===== src/rtl/pwm_pkg.sv =====
// Shared FSM state type and default sizing for the PWM capture block.
package pwm_pkg;

    typedef enum logic [1:0] {
        S_OFF  = 2'd0,
        S_SYNC = 2'd1,
        S_MEAS = 2'd2
    } state_t;

    localparam int DEF_CNT_W   = 4;
    localparam int DEF_TIMEOUT = 32;

endpackage


===== src/rtl/pwm_in_sync.sv =====
// PWM input conditioning: 2-FF synchronizer, optional majority-of-3 deglitch
// (PWM_CAP_FILTER_EN), and a registered level/rise pair that are cycle-aligned.
module pwm_in_sync (
    input  logic i_clk,
    input  logic i_rst,
    input  logic i_p_in,
    output logic o_s,
    output logic o_rise
);

    logic r_meta;
    logic r_sync;
    logic r_s;
    logic r_rise;
    logic w_lvl;

`ifdef PWM_CAP_FILTER_EN
    logic r_h1;
    logic r_h2;

    always_ff @(posedge i_clk) begin
        if (i_rst) begin
            r_h1 <= 1'b0;
            r_h2 <= 1'b0;
        end else begin
            r_h1 <= r_sync;
            r_h2 <= r_h1;
        end
    end

    // A level must be seen in two of the last three samples to pass.
    assign w_lvl = (r_sync & r_h1) | (r_sync & r_h2) | (r_h1 & r_h2);
`else
    assign w_lvl = r_sync;
`endif

    always_ff @(posedge i_clk) begin
        if (i_rst) begin
            r_meta <= 1'b0;
            r_sync <= 1'b0;
            r_s    <= 1'b0;
            r_rise <= 1'b0;
        end else begin
            r_meta <= i_p_in;
            r_sync <= r_meta;
            r_s    <= w_lvl;
            r_rise <= w_lvl & ~r_s;
        end
    end

    assign o_s    = r_s;
    assign o_rise = r_rise;

endmodule


===== src/rtl/pwm_capture.sv =====
// PWM capture: measures high time and period between rising edges of P_IN and
// reports them with a 1-cycle VALID; optional deglitch via PWM_CAP_FILTER_EN.
module pwm_capture
    import pwm_pkg::*;
#(
    parameter  int CNT_W   = DEF_CNT_W,
    parameter  int TIMEOUT = DEF_TIMEOUT,
    localparam int CW      = $clog2(TIMEOUT + 1)
) (
    input  logic             CLK,
    input  logic             RST,
    input  logic             E,
    input  logic             P_IN,
    output logic [CNT_W-1:0] D_OUT,
    output logic [CW-1:0]    PER_OUT,
    output logic             VALID,
    output logic             STUCK,
    output state_t           DBG_STATE
);

    localparam logic [CNT_W-1:0] HI_MAX = '1;
    localparam logic [CNT_W-1:0] HI_ONE = CNT_W'(1);
    localparam logic [CW-1:0]    C_ONE  = CW'(1);
    localparam logic [CW-1:0]    C_LAST = CW'(TIMEOUT - 1);

    logic w_s;
    logic w_rise;

    state_t           r_state;
    logic [CW-1:0]    r_idle;
    logic [CW-1:0]    r_per;
    logic [CNT_W-1:0] r_hi;
    logic [CNT_W-1:0] r_d;
    logic [CW-1:0]    r_per_out;
    logic             r_valid;
    logic             r_stuck;

    pwm_in_sync u_in (
        .i_clk  (CLK),
        .i_rst  (RST),
        .i_p_in (P_IN),
        .o_s    (w_s),
        .o_rise (w_rise)
    );

    always_ff @(posedge CLK) begin
        if (RST) begin
            r_state   <= S_OFF;
            r_idle    <= '0;
            r_per     <= '0;
            r_hi      <= '0;
            r_d       <= '0;
            r_per_out <= '0;
            r_valid   <= 1'b0;
            r_stuck   <= 1'b0;
        end else if (!E) begin
            // Disable drops partial counts; the last report stays readable.
            r_state <= S_OFF;
            r_idle  <= '0;
            r_per   <= '0;
            r_hi    <= '0;
            r_valid <= 1'b0;
            r_stuck <= 1'b0;
        end else begin
            r_valid <= 1'b0;
            case (r_state)
                S_OFF: begin
                    r_state <= S_SYNC;
                    r_idle  <= '0;
                end
                S_SYNC: begin
                    if (w_rise) begin
                        r_state <= S_MEAS;
                        r_per   <= C_ONE;
                        r_hi    <= HI_ONE;
                        r_idle  <= '0;
                    end else if (r_idle == C_LAST) begin
                        r_d       <= w_s ? HI_MAX : '0;
                        r_per_out <= '0;
                        r_valid   <= 1'b1;
                        r_stuck   <= 1'b1;
                        r_idle    <= '0;
                    end else begin
                        r_idle <= r_idle + C_ONE;
                    end
                end
                S_MEAS: begin
                    // A rise on the timeout cycle still counts as a measurement.
                    if (w_rise) begin
                        r_d       <= r_hi;
                        r_per_out <= r_per;
                        r_valid   <= 1'b1;
                        r_stuck   <= 1'b0;
                        r_per     <= C_ONE;
                        r_hi      <= HI_ONE;
                    end else if (r_per == C_LAST) begin
                        r_d       <= w_s ? HI_MAX : '0;
                        r_per_out <= '0;
                        r_valid   <= 1'b1;
                        r_stuck   <= 1'b1;
                        r_state   <= S_SYNC;
                        r_idle    <= '0;
                        r_per     <= '0;
                        r_hi      <= '0;
                    end else begin
                        r_per <= r_per + C_ONE;
                        if (w_s && (r_hi != HI_MAX)) begin
                            r_hi <= r_hi + HI_ONE;
                        end
                    end
                end
                default: r_state <= S_OFF;
            endcase
        end
    end

    assign D_OUT     = r_d;
    assign PER_OUT   = r_per_out;
    assign VALID     = r_valid;
    assign STUCK     = r_stuck;
    assign DBG_STATE = r_state;

endmodule


===== config.mk =====
export PLATFORM = sky130hd
export DESIGN_NAME = pwm_capture
export DESIGN_NICKNAME = d
export VERILOG_FILES = /design/src/rtl/pwm_pkg.sv /design/src/rtl/pwm_in_sync.sv /design/src/rtl/pwm_capture.sv
export SDC_FILE = /design/constraint.sdc
export NUM_CORES = 1
export LEC_CHECK = 0
export CAP_MARGIN = 20
export CORE_MARGIN = 2
export CORE_UTILIZATION = 50
export DETAILED_ROUTE_END_ITERATION = 12
export GPL_TIMING_DRIVEN = 0
export PLACE_DENSITY_LB_ADDON = 0.3
export SETUP_SLACK_MARGIN = 0.5
export SYNTH_ARGS = -nofsm -noshare
export SYNTH_HDL_FRONTEND = slang
export SYNTH_SLANG_ARGS = --single-unit

===== constraint.sdc =====
create_clock -name CLK -period 5.63 [get_ports CLK]
set_input_delay 0.563 -clock CLK [delete_from_list [all_inputs] [get_ports CLK]]
set_output_delay 0.563 -clock CLK [all_outputs]
set_load 0.03 [all_outputs]

# == After elaboration in Yosys (flattened, before gate mapping) ==
# Cells that the tools add are included.
# word_totals
out_inout_bits,14
ff_bits,34
input_bits,4
# op_classes
n_mux,38
bitwise_logic,3
n_eq_ne,12
reduce_logical,11
addsub,3
# ops
cell,count
2-to-1 mux 6 bit,10
2-to-1 mux 4 bit,9
case mux 6 bit (2 select lines),2
case mux 6 bit (3 select lines),1
case mux 4 bit (2 select lines),2
adder 6 x 1 -> 6 bit (second input constant),2
== test 6 x 5 -> 1 bit (second input constant),2
AND reduction 3 bit,3
2-to-1 mux 1 bit,8
!= test 2 bit (second input constant),4
2-to-1 mux 2 bit,3
case mux 2 bit (3 select lines),1
AND reduction 5 bit,1
adder 4 x 1 -> 4 bit (second input constant),1
!= test 4 x 3 -> 1 bit (second input constant),1
!= test 4 bit (second input constant),1
case mux 1 bit (2 select lines),2
AND reduction 4 bit,1
!= test 3 x 2 -> 1 bit (second input constant),1
nonzero test 3 bit,1
== test 2 x 1 -> 1 bit (second input constant),1
== test 2 bit (second input constant),1
logical NOT 2 bit,1
!= test 2 x 1 -> 1 bit (second input constant),1
other kinds (6),7

# == Logic depth before layout (Yosys ltp) ==
# Gate-level depths: netlist (run 1).
# logic_depth
word_depth,6
ltp_mapped,10
depth_no_buf,7

# == Hierarchy ==
# Synthesis (run 1) repeated with hierarchy kept, for this count alone.
# unflattened
hier_cells,204
hier_area_um2,1821.7
# by_module_without_submodules
mod,area_each_um2,instances,seq_area_each_um2,cells_each
pwm_capture,1710.4,1,600.6,196
pwm_in_sync,111.4,1,80.1,8

# == Least setup slack after synthesis (run 1) ==
# Ideal clock, no wire load.
# synth_path
path_type,reg2reg
from,"reg r_state[0], in the netlist DBG_STATE[0]"
to,"reg r_per_out[2], in the netlist PER_OUT[2]"
n_path_buf,3
path_slack_ps,3608
stages_incl_launch_ff,11
t_arrival_ps,1887
setup_ps,135
period_less_slack_ps,2022
path_cell_list,dfxtp_1 -> inv_1 -> ha_1 -> buf_4 -> and2_1 -> buf_4 -> a31oi_4 -> o32ai_4 -> buf_6 -> nand3_1 -> a21oi_1
# synth_between
elab_chain_len,3
word_cells_on_any_way,8
cone_classes,5 x eq/ne; 1 x mux; 2 x reduce/logical
# synth_lines
item,line_no,text
start: declaration,pwm_capture.sv:29,state_t r_state;
start signal: assignment,pwm_capture.sv:48,r_state <= S_OFF;
start signal: assignment,pwm_capture.sv:58,r_state <= S_OFF;
start signal: assignment,pwm_capture.sv:68,r_state <= S_SYNC;
== test 2 bit or == test 2 x 1 -> 1 bit (tied branches),pwm_capture.sv:66,case (r_state)
!= test 3 x 2 -> 1 bit (no line) (tied with other cells),n/a,
AND reduction 5 bit (no line),n/a,
end signal: assignment,pwm_capture.sv:91,r_per_out <= r_per;
end: declaration,pwm_capture.sv:34,logic [CW-1:0] r_per_out;
# Several ways; a longest one is shown, not always the timed one.
# A chain may end at the register's enable or synchronous reset.

# == Worst setup path after layout (run 1) ==
# layout_path
from,"reg r_state[0], in the netlist DBG_STATE[0]"
to,reg r_hi[3]
# layout_between
elab_chain_len,3
word_cells_on_any_way,7
cone_classes,4 x eq/ne; 1 x mux; 2 x reduce/logical
# layout_lines
item,line_no,text
== test 2 bit or == test 2 x 1 -> 1 bit (tied branches),pwm_capture.sv:66,
!= test 4 x 3 -> 1 bit (no line) (tied with other cells),n/a,
AND reduction 3 bit (no line),n/a,
end signal: assignment,pwm_capture.sv:108,r_hi <= r_hi + HI_ONE;
end: declaration,pwm_capture.sv:32,logic [CNT_W-1:0] r_hi;
# Several ways; a longest one is shown, not always the timed one.

==> results of run 1 <==
## power by group
part | total (mW) | leakage [nW] | switching, mW | internal, mW
clock network | 0.131 | 0.0308 | 0.0860 | 0.0448
logic | 0.0279 | 0.372 | 0.0176 | 0.0103
registers | 0.245 | 0.275 | 0.00211 | 0.243
## area by class of cell
cell class              count  area (sq um)
fillers                   292          1320
multi-input cells         142           932
flip-flops and latches     34           681
repair buffers             17           170
plain buffers              11          76.3
well taps                  46          57.6
clock buffers               5          37.5
inverters                   7          26.3
clock inverters             2          10.0
## through the flow
step                      instance area (sq um)  instances  hold slack, ps  setup WS [ps]  util [%]
after detailed placement                   1940        257             430           3350      58.7
after floorplan                            1720        194             406           3610         -
after CTS                                  1990        264             446           3590      60.1
after global placement                     1940        257             422           3410      58.7
final                                      1990        264             438           3580      60.1
after global routing                       1990        264             450           3460      60.1
## cells in the mapped netlist, types with 3 or more instances
cell and instances:
sky130_fd_sc_hd__nand3_1 12, sky130_fd_sc_hd__nand2_1 11, sky130_fd_sc_hd__a211oi_1 3, sky130_fd_sc_hd__nor2b_1 7
sky130_fd_sc_hd__clkbuf_1 3, sky130_fd_sc_hd__dfxtp_1 34, sky130_fd_sc_hd__nor3_1 4, sky130_fd_sc_hd__nand4b_1 3
sky130_fd_sc_hd__inv_1 7, sky130_fd_sc_hd__nand2b_1 7, sky130_fd_sc_hd__o21ai_0 7, sky130_fd_sc_hd__nor2_1 20
sky130_fd_sc_hd__ha_1 7, sky130_fd_sc_hd__a21oi_1 18, sky130_fd_sc_hd__o22ai_1 3, sky130_fd_sc_hd__buf_6 3
sky130_fd_sc_hd__buf_4 3, sky130_fd_sc_hd__or3_1 3, sky130_fd_sc_hd__and2_1 4
## final timing paths
check / from / depth (start not counted) / end / slack, ps
max reg2reg: DBG_STATE[0] / 8 / r_hi[3] / 3580
min reg2reg: u_in.r_meta / 1 / u_in.r_sync / 440
min: u_in.r_meta / 1 / u_in.r_sync / 440
max: DBG_STATE[0] / 8 / r_hi[3] / 3580
## state kept, by name, indices dropped and copies added (netlist names), 2 cells and up
register / flops
r_hi: 4
r_idle: 6
r_per: 6
D_OUT: 4
PER_OUT: 6
DBG_STATE: 2
## routing by layer
layer / share of wire (%) / global-route usage (%)
met5: 0 / 0
met4: 2.3 / 12.2
met3: 3.1 / 5.05
met2: 48 / 32.4
met1: 46 / 25.9
## placed cells by master (no fill, tap or decap), types with 2 or more instances in the layout
cell type	netlist	routed
sky130_fd_sc_hd__nand4b_1	3	3
sky130_fd_sc_hd__nand2b_1	7	7
sky130_fd_sc_hd__a22o_1	2	2
sky130_fd_sc_hd__inv_1	7	7
sky130_fd_sc_hd__a211oi_2	2	2
sky130_fd_sc_hd__buf_4	3	3
sky130_fd_sc_hd__o22ai_1	3	3
sky130_fd_sc_hd__buf_6	3	3
sky130_fd_sc_hd__clkinv_2	0	2
sky130_fd_sc_hd__and3_1	2	2
sky130_fd_sc_hd__and2_1	4	4
sky130_fd_sc_hd__nor3_1	4	4
sky130_fd_sc_hd__clkdlybuf4s50_1	0	17
sky130_fd_sc_hd__mux2i_1	2	2
sky130_fd_sc_hd__a31oi_4	2	2
sky130_fd_sc_hd__a21oi_2	2	2
sky130_fd_sc_hd__nor2_2	2	2
sky130_fd_sc_hd__clkbuf_1	3	3
sky130_fd_sc_hd__a211oi_1	3	3
sky130_fd_sc_hd__a21oi_1	18	18
sky130_fd_sc_hd__dfxtp_1	34	34
sky130_fd_sc_hd__ha_1	7	7
sky130_fd_sc_hd__nand2_1	11	11
sky130_fd_sc_hd__a21o_1	2	2
sky130_fd_sc_hd__xnor2_1	2	2
sky130_fd_sc_hd__clkbuf_4	0	5
sky130_fd_sc_hd__nand3_1	12	12
sky130_fd_sc_hd__nor2_1	20	20
sky130_fd_sc_hd__o21ai_0	7	7
sky130_fd_sc_hd__a21boi_0	2	2
sky130_fd_sc_hd__a31oi_1	2	2
sky130_fd_sc_hd__or3_1	3	3
sky130_fd_sc_hd__nor2b_1	7	7
## logic make-up after synthesis
group	share of synthesized area (%)
flip-flops	39.7
multiplexers	1.17
XOR/XNOR	1.53
AND/OR/NAND/NOR	23.4
AO/OA/AOI/OAI	23.1
buffers and inverters	5.98
adder cells (fa/ha/maj)	5.11
## worst reg2reg max path, cell delays in order (launching register included)
cell,delay (ps)
sky130_fd_sc_hd__dfxtp_1,420
sky130_fd_sc_hd__inv_1,100
sky130_fd_sc_hd__ha_1,200
sky130_fd_sc_hd__buf_4,170
sky130_fd_sc_hd__nor2b_1,160
sky130_fd_sc_hd__a21boi_2,210
sky130_fd_sc_hd__a21oi_2,270
sky130_fd_sc_hd__a21boi_0,270
sky130_fd_sc_hd__o22ai_1,140
==> run summary, run 1 <==
Entering global routing, the biggest net connects 11 pins. The run finished with clean final reports. The die covers 0.00392 sq mm. Setup repair after global routing left no endpoint under its margin. The number of max-capacitance violations reported came out at 0. The repair_antennas step left the layout with diodes totalling 0. The area share of the largest cell type after synthesis came out at 39.7%. The slowest stage of the critical path is the sky130_fd_sc_hd__dfxtp_1 cell. Power spread over the standard cell area amounts to 203 mW/mm^2. The first detailed-routing pass took 5 iterations. After synthesis, the share of flip-flops with an asynchronous set or reset is 0%. The setup total negative slack is 0 ps. The first global-routing pass estimated 6330 um of wire. The post-synth design cell area is 0.00172 sq mm. The capturing element type of the critical path is a register. The count of buffers inserted at the top-level ports is 17.

The biggest area contributor in the post-synthesis netlist is sky130_fd_sc_hd__dfxtp_1. For the pin with the worst max-slew slack, the measured transition is 532 ps. The area of the core is 0.00331 sq mm. The total power came out at 0.403 mW. The detailed-placement wirelength estimate came out at 2770 um. The root buffer selected by CTS is sky130_fd_sc_hd__clkbuf_4.

Of the synthesized area, sequential elements account for 39.7%. The via density per instance came out at 5.61. The number of flops mapped to enable cells by yosys came out at 0. The CTS clock-pin slew for the worst setup and hold paths came out at 110 ps. Measured against its own limit, the worst slew margin works out to 64.5%.

The number of buffers inserted to repair setup after CTS came out at 0. The final weighted congestion in routability-driven placement is 0.812. The routed wirelength normalized by instance count is 14.0 um.

The residual antenna-violating net count after detailed routing came out at 0. The CTS tree is built. The number of buffers inserted by hold repair at cts is 0.

Summed over all layers, the global routing overflow is 0. The number of vias in the routed layout is 1482. The signal on the critical path passes through inv_1 > ha_1 > buf_4 > nor2b_1 > a21boi_2 > a21oi_2 > a21boi_0 > o22ai_1.

In the synthesized netlist the dominant register cell turns out to be sky130_fd_sc_hd__dfxtp_1. In this design, the largest share of critical-path delay is due to compound AO/OA/AOI/OAI gates. After floorplanning, the core was divided into 21 placement rows. The cell count after synthesis came out at 194. After detailed routing, the total wire length is 3700 um. The mean cell area of the mapped netlist came out at 8.84 sq um. The overall routing resource usage came out at 20.7%. Yosys attributes the largest share of cell area to sky130_fd_sc_hd__dfxtp_1 (40%), sky130_fd_sc_hd__a21oi_1 (5.3%), sky130_fd_sc_hd__ha_1 (5.1%). The final period demand of the worst path is 2050 ps. The unique cell type count in the Yosys netlist is 43. The post-synthesis net count came out at 205. The max-slew violation count is 0.

The DRC violations left is 0. The post-route netlist has 11.5% of its cells at a drive strength greater than 1. The DRC marker count from the first detailed-route iteration came out at 99. The final number of setup-violating endpoints came out at 0. In this run the deepest clock path goes through 2 buffers. The tree built by TritonCTS fans out to 34 sinks. IR analysis of the VDD net gives a maximum drop of 0.116 mV.

The insertion delay to the later sink of the worst-skew pair came out at 350 ps. The worst setup path is launched from a register. The initial antenna violation count is 0. The leakage power summed over all cells is 0.677 nW. The critical path is of the reg2reg type. The count of H-tree levels built during CTS came out at 2. The number of buffers and inverters on the critical path is 2.

The post-route clock period utilization is 36.3%. The top fanout value on the critical path is 9. The maximum clock frequency came out at 489 MHz. The post-synthesis to final-layout area growth is 16.0%.

The required time reported for the critical path endpoint is 5870 ps. The delay of the slowest critical-path stage is 420 ps. The Yosys step of the flow raised 0 warnings. The setup skew after layout came out at 9.84 ps. The number of instances resized during post-cts repair came out at 0. The net total in the final layout is 229. The via count of the first global-routing pass was 1375. The worst hold path belongs to the class reg2reg. The number of hold-slack violations in the final timing report is 0.

The post-synthesis sequential element count came out at 34. In this run the horizontal extent of the chip is 62.6 um. For this design the top-level I/O count stands at 18. The vertical die dimension is 62.6 um. The starting density of the core came out at 51.8%. The signal arrival time at the worst endpoint is 2290 ps. The number of CTS-inserted buffers came out at 5.
No activity file was read; power rests on OpenSTA's default activity.
==> run 2: changes to the inputs <==
==> constraint.sdc (replaced) <==
create_clock -name CLK -period 1.7 [get_ports CLK]
set_input_delay 0.17 -clock CLK [delete_from_list [all_inputs] [get_ports CLK]]
set_output_delay 0.17 -clock CLK [all_outputs]
set_load 0.03 [all_outputs]
==> run 2 against run 1 <==
Against the previous run:
- the flow now finishes with violations (setup timing)
- hold slack worse by 61 ps
- via count rose by 14%
- combinational power grew to 5.6 times the previous value
- global-route usage up 5.5 points
- largest power group unchanged
- routed wire length rose by 40%
- critical path depth is 2 higher
- flip-flop and latch count stayed put
- worst setup slack got worse by 3700 ps
==> run summary, run 2 (same netlist as run 1, synthesis figures left out) <==
The starting density of the core came out at 51.8%. The max-slew violation count was 0. The fraction of final layout cells sized beyond drive strength 1 came out at 49.6%. The maximum clock frequency came out at 554 MHz. TritonCTS built the clock tree. For this design, the sink count on the clock tree is 34. The pre-antenna-repair detailed-routing pass consisted of 4 iterations. The final number of setup-violating endpoints is 13. The clock passes through at most 2 buffers.

The number of hold-slack violations in the final timing report was 0. In this run the number of H-tree levels came out at 2. The count of buffers inserted at the top-level ports is 17. The final reports fail on setup timing. The maximum number of pins on one net before global-route repair is 11. In the layout the commonest cells are sky130_fd_sc_hd__dfxtp_1 (30), sky130_fd_sc_hd__buf_4 (19), sky130_fd_sc_hd__buf_6 (16), sky130_fd_sc_hd__a21oi_1 (15), sky130_fd_sc_hd__nor2_1 (11). The post-route core utilization is 78.8%.

The capturing element type of the critical path is a register. The via density per instance is 5.71. The DRC marker count from the first detailed-route iteration came out at 127. The via count of the first global-routing pass came to 1664. The total congestion overflow after global routing is 0. The number of vias in the routed layout came out at 1690. The routed wirelength normalized by instance count is 17.5 um.

The final critical path takes up 106% of the cycle. After clock tree synthesis, the clock-pin slew on the worst setup and hold paths is 110 ps. The cell area power density came out at 543 mW/mm^2. The slowest cell on the critical path is sky130_fd_sc_hd__dfxtp_4.

The root buffer selected by CTS is sky130_fd_sc_hd__clkbuf_4. The count of inserted antenna diode cells came out at 0. 18 I/O pins were placed. The flow ran to the end, but the final reports show violations. The measured slew at the worst slew-check pin is 554 ps. The relative slew slack came out at 63.1%. The detailed-placement wirelength estimate is 2890 um. After layout, the worst setup slack is -107 ps.

The peak ir drop on the vdd network is 0.358 mV. The worst hold path class is in2reg. The x dimension of the die is 62.6 um. The most common library cell in the layout ignoring fill and taps is sky130_fd_sc_hd__dfxtp_1. The required time reported for the critical path endpoint is 1970 ps. The area of the die came out at 0.00392 sq mm. The setup skew after layout is 12.7 ps. Setup repair after global routing could not meet its margin everywhere. The wire length reported by the detailed router came out at 5190 um. The top fanout value on the critical path is 8. The category of the most critical setup path is reg2reg. The number of rows in the core area is 21.

Traced cell by cell, the critical path runs through inv_4 > ha_4 > buf_8 > and2_4 > buf_8 > a31oi_4 > o32ai_4 > buf_12 > buf_8 > a211oi_2. Broken down by cell family, the worst path's largest delay share belongs to buffers and inverters. The residual antenna-violating net count after detailed routing is 0.

The number of buffers and inverters on the critical path is 5. Among the stages of the critical path, the cell type that occurs most often is sky130_fd_sc_hd__buf_8. The floorplan step set the die height to 62.6 um. After detailed routing, the number of remaining DRC violations is 0. The insertion delay to the later sink of the worst-skew pair is 350 ps. The initial antenna violation count is 0. The total power is 1.42 mW. The net total in the final layout is 262. The signal arrival time at the worst endpoint came out at 2070 ps. The critical path launch point type is a register. The tool flagged a number of max-cap violations equal to 0. The area growth from synthesis to layout is 52.2%. Hold repair after CTS inserted 0 buffers. The area of the core came out at 0.00331 sq mm.

The global-route wire length before repair is 7990 um. The number of CTS-inserted buffers is 5. The overall routing resource usage came out at 26.2%. Subtracting the final worst setup slack from the clock period gives 1810 ps. The final weighted congestion in routability-driven placement came out at 0.765. The number of filler cells placed in the layout is 189. The delay of the slowest critical-path stage came out at 380 ps. The leakage power summed over all cells is 0.960 nW.
==> run 2: report_power, final <==
group | switching (mW) | total, mW | internal, mW
registers | 0.00679 | 0.806 | 0.799
logic | 0.0855 | 0.155 | 0.0692
clock network | 0.270 | 0.456 | 0.186
==> run 2: metrics by stage <==
stage / instances / setup WS (ps) / hold slack, ps / TNS, ps / instance area [sq um]
2_1_floorplan: 194 / -61.6 / 249 / -534 / 1770
3_3_place_gp: 257 / -235 / 420 / -3690 / 2000
3_5_place_dp: 257 / -280 / 431 / -4820 / 2000
4_1_cts: 283 / -76.4 / 365 / -640 / 2430
5_1_grt: 296 / -150 / 390 / -1780 / 2610
6_report: 296 / -107 / 377 / -1040 / 2610
==> run 2: per-layer routing <==
layer  share of wire (%)  GRT usage (%)  wire (um)
met3                 5.2           6.31        268
met2                  52           45.3       2700
met5                   0              0          0
met1                  41           31.1       2150
met4                 1.4           10.8         72
==> run 2: layout make-up <==
| type | instances | area [sq um] | area share (%) |
|---|---|---|---|
| clock buffers | 6 | 51.3 | 1.97 |
| well taps | 46 | 57.6 | 2.21 |
| multi-input cells | 142 | 1220 | 46.7 |
| plain buffers | 11 | 111 | 4.27 |
| inverters | 7 | 31.3 | 1.20 |
| repair buffers | 50 | 444 | 17.0 |
| flip-flops and latches | 34 | 696 | 26.7 |
==> run 2: final timing paths <==
path	start	end	slack (ps)	depth (start not counted)
setup reg to reg	DBG_STATE[0]	D_OUT[3]	-110	10
hold / removal	P_IN	u_in.r_meta	380	2
setup / recovery	DBG_STATE[0]	D_OUT[3]	-110	10
hold reg to reg	u_in.r_meta	u_in.r_sync	450	1
==> run 2: repair_timing <==
item / 4_1_cts / 5_1_grt
buffers inserted: 19 / 13
gates resized for setup: 118 / 37
cloned: 1 / 0
endpoints found under the setup margin: 44 / 37
pin swaps: 20 / 18
hold endpoints to repair: 0 / 0
==> run 3: changes to the inputs <==
==> constraint.sdc (replaced) <==
create_clock -name CLK -period 1.5 [get_ports CLK]
set_input_delay 0.15 -clock CLK [delete_from_list [all_inputs] [get_ports CLK]]
set_output_delay 0.15 -clock CLK [all_outputs]
set_load 0.03 [all_outputs]
==> run 3 against run 2 <==
Against the previous run:
- the run still ends with setup timing left
- largest cell class unchanged
- sequential share of layout area down 0.56 points
- clock power is 17% higher
- final cell count up 2.0%
- via count is 8.9% higher
- power rose by 16%
- flip-flop and latch count stayed put
- worst setup slack worse by 410 ps
- die area stayed put
- routed wire length increased by 30%
- critical endpoint is now PER_OUT[4]
- critical path type unchanged
==> run summary, run 3 (same netlist as run 1, synthesis figures left out) <==
In the layout the commonest cells are sky130_fd_sc_hd__buf_6 (29), sky130_fd_sc_hd__buf_4 (25), sky130_fd_sc_hd__dfxtp_1 (18). The count of buffers inserted at the top-level ports came out at 17. Counting every sink on the clock net gives 34. The overall routing resource usage is 27.8%. The net total in the final layout came out at 268. The DRC violations left came out at 0. The wire length reported by the detailed router is 6760 um.

The final reports fail on setup timing. For the pin with the worst max-slew slack, the measured transition is 603 ps. STA puts the critical path data required time at 1760 ps. The insertion delay to the later sink of the worst-skew pair came out at 350 ps. The final number of setup-violating endpoints came out at 30. The CTS tree is built. The vertical die dimension came out at 62.6 um. The count of H-tree levels built during CTS is 2.

The residual antenna-violating net count after detailed routing came out at 0. The number of rows in the core area came out at 21. The die covers 0.00392 sq mm.

The area of the core came out at 0.00331 sq mm. The minimum setup slack in the final design is -520 ps. The number of CTS-inserted buffers came out at 5.

Power spread over the standard cell area amounts to 601 mW/mm^2. The top-level port count is 18. The number of hold-slack violations in the final timing report came out at 0. After global routing the overflow that remains totals 0. Clock skew on the completed layout was measured at 21.5 ps. After clock tree synthesis, the flow added hold-fix buffers numbering 0. The number of vias in the routed layout came out at 1841. The number of optimization iterations in the first detailed-route pass came out at 5. Setup repair after global routing could not meet its margin everywhere.

The category of the most critical setup path is reg2reg. Entering global routing, the biggest net connects 11 pins. In the final routed layout, each cell accounts on average for 22.4 um. The final instance area is 0.00272 sq mm. The filler cells instantiated in the layout total 186. The setup total negative slack is -9170 ps.

The most common library cell in the layout ignoring fill and taps is sky130_fd_sc_hd__buf_6. In this run the worst hold path is classified as in2reg. The detailed-placement wirelength estimate came out at 2890 um. The top fanout value on the critical path came out at 8.

STA classifies the critical path endpoint as a register. The cell sitting at the root of the clock tree is a sky130_fd_sc_hd__clkbuf_4. The initial utilization of the core area, before any placement, comes to 51.8%. In the routed layout, each cell is associated on average with a via count of 6.10.

The initial antenna violation count came out at 0. The max-slew violation count is 0. The via count of the first global-routing pass is 1698. Derived from the worst setup path, the maximum achievable clock frequency is 495 MHz. The number of max-capacitance violations reported is 0. The critical path launch point type is a register.

The global-route wire length before repair is 8360 um. The post-placement cell area is 0.00200 sq mm. The leakage power summed over all cells is 1.01 nW. The number of buffers on the longest clock path is 2. The x dimension of the die came out at 62.6 um. The DRC marker count from the first detailed-route iteration is 161. The CTS clock-pin slew for the worst setup and hold paths came out at 120 ps. The post-synthesis to final-layout area growth came out at 58.8%. The repair_antennas step left the layout with diodes totalling 0.

The flow ran to the end, but the final reports show violations. The relative slew slack is 59.7%. Routability-driven placement finished with a final weighted congestion of 0.765.

For the finished layout, the period the worst path requires is 2020 ps. The fraction of final layout cells sized beyond drive strength 1 is 55.5%. VDD sags by at most 0.555 mV.

Dividing the final minimum period by the clock period gives 135%. The signal arrival time at the worst endpoint came out at 2280 ps.
==> run 3: final timing paths <==
check	from	slack (ps)	endpoint	depth (start not counted)
setup / recovery	DBG_STATE[0]	-520	PER_OUT[4]	10
hold reg to reg	u_in.r_meta	450	u_in.r_sync	1
hold / removal	P_IN	360	u_in.r_meta	2
setup reg to reg	DBG_STATE[0]	-520	PER_OUT[4]	10
==> run 3: layout make-up <==
class | instances | area (sq um) | area share [%]
multi-input combinational | 142 | 1210 | 44.5
sequential | 34 | 711 | 26.1
timing repair buffer | 56 | 549 | 20.2
buffer | 11 | 111 | 4.09
tap | 46 | 57.6 | 2.11
clock buffer | 6 | 51.3 | 1.88
inverter | 7 | 31.3 | 1.15
==> run 3: power by group <==
group | switching, mW | leakage, nW | internal, mW | total (mW)
Combinational | 0.108 | 0.696 | 0.0792 | 0.187
Clock | 0.324 | 0.0302 | 0.211 | 0.535
Sequential | 0.00973 | 0.284 | 0.905 | 0.915
==> run 3: worst max-delay path: stages (launching register included) <==
cell	delay (ps)
sky130_fd_sc_hd__dfxtp_4	400
sky130_fd_sc_hd__buf_4	130
sky130_fd_sc_hd__ha_4	140
sky130_fd_sc_hd__nor2b_1	170
sky130_fd_sc_hd__clkbuf_4	170
sky130_fd_sc_hd__nand4_1	170
sky130_fd_sc_hd__o32ai_4	200
sky130_fd_sc_hd__buf_12	170
sky130_fd_sc_hd__buf_8	130
sky130_fd_sc_hd__nand3_2	80
sky130_fd_sc_hd__a21oi_1	160
==> run 3: what timing repair did <==
item                                    4_1_cts  5_1_grt
endpoints found under the setup margin       46       44
buffers inserted                             25       13
pin swaps                                    26       16
endpoints found under the hold margin         0        0
gates resized for setup                     167       29
gates cloned                                  1        0
==> run 3: through the flow <==
stage | std cells | util, % | hold WS, ps | setup WS [ps] | power, mW
after floorplan | 194 | - | 229 | -262 | 1.01
after global placement | 257 | 60.4 | 420 | -435 | 1.04
after detailed placement | 257 | 60.4 | 431 | -480 | 1.05
after CTS | 289 | 76.1 | 345 | -270 | 1.58
after global routing | 302 | 82.3 | 380 | -552 | 1.68
final | 302 | 82.3 | 361 | -520 | 1.64
==> run 3: per-layer routing <==
layer | vias up | routed length [um] | part of all wire (%) | global-route usage (%)
li1 | 811 | - | - | -
met1 | 897 | 2740 | 41 | 32.8
met2 | 105 | 3250 | 48 | 48.8
met3 | 28 | 540 | 8.0 | 5.77
met4 | 0 | 225 | 3.3 | 11.4
met5 | - | 0 | 0 | 0
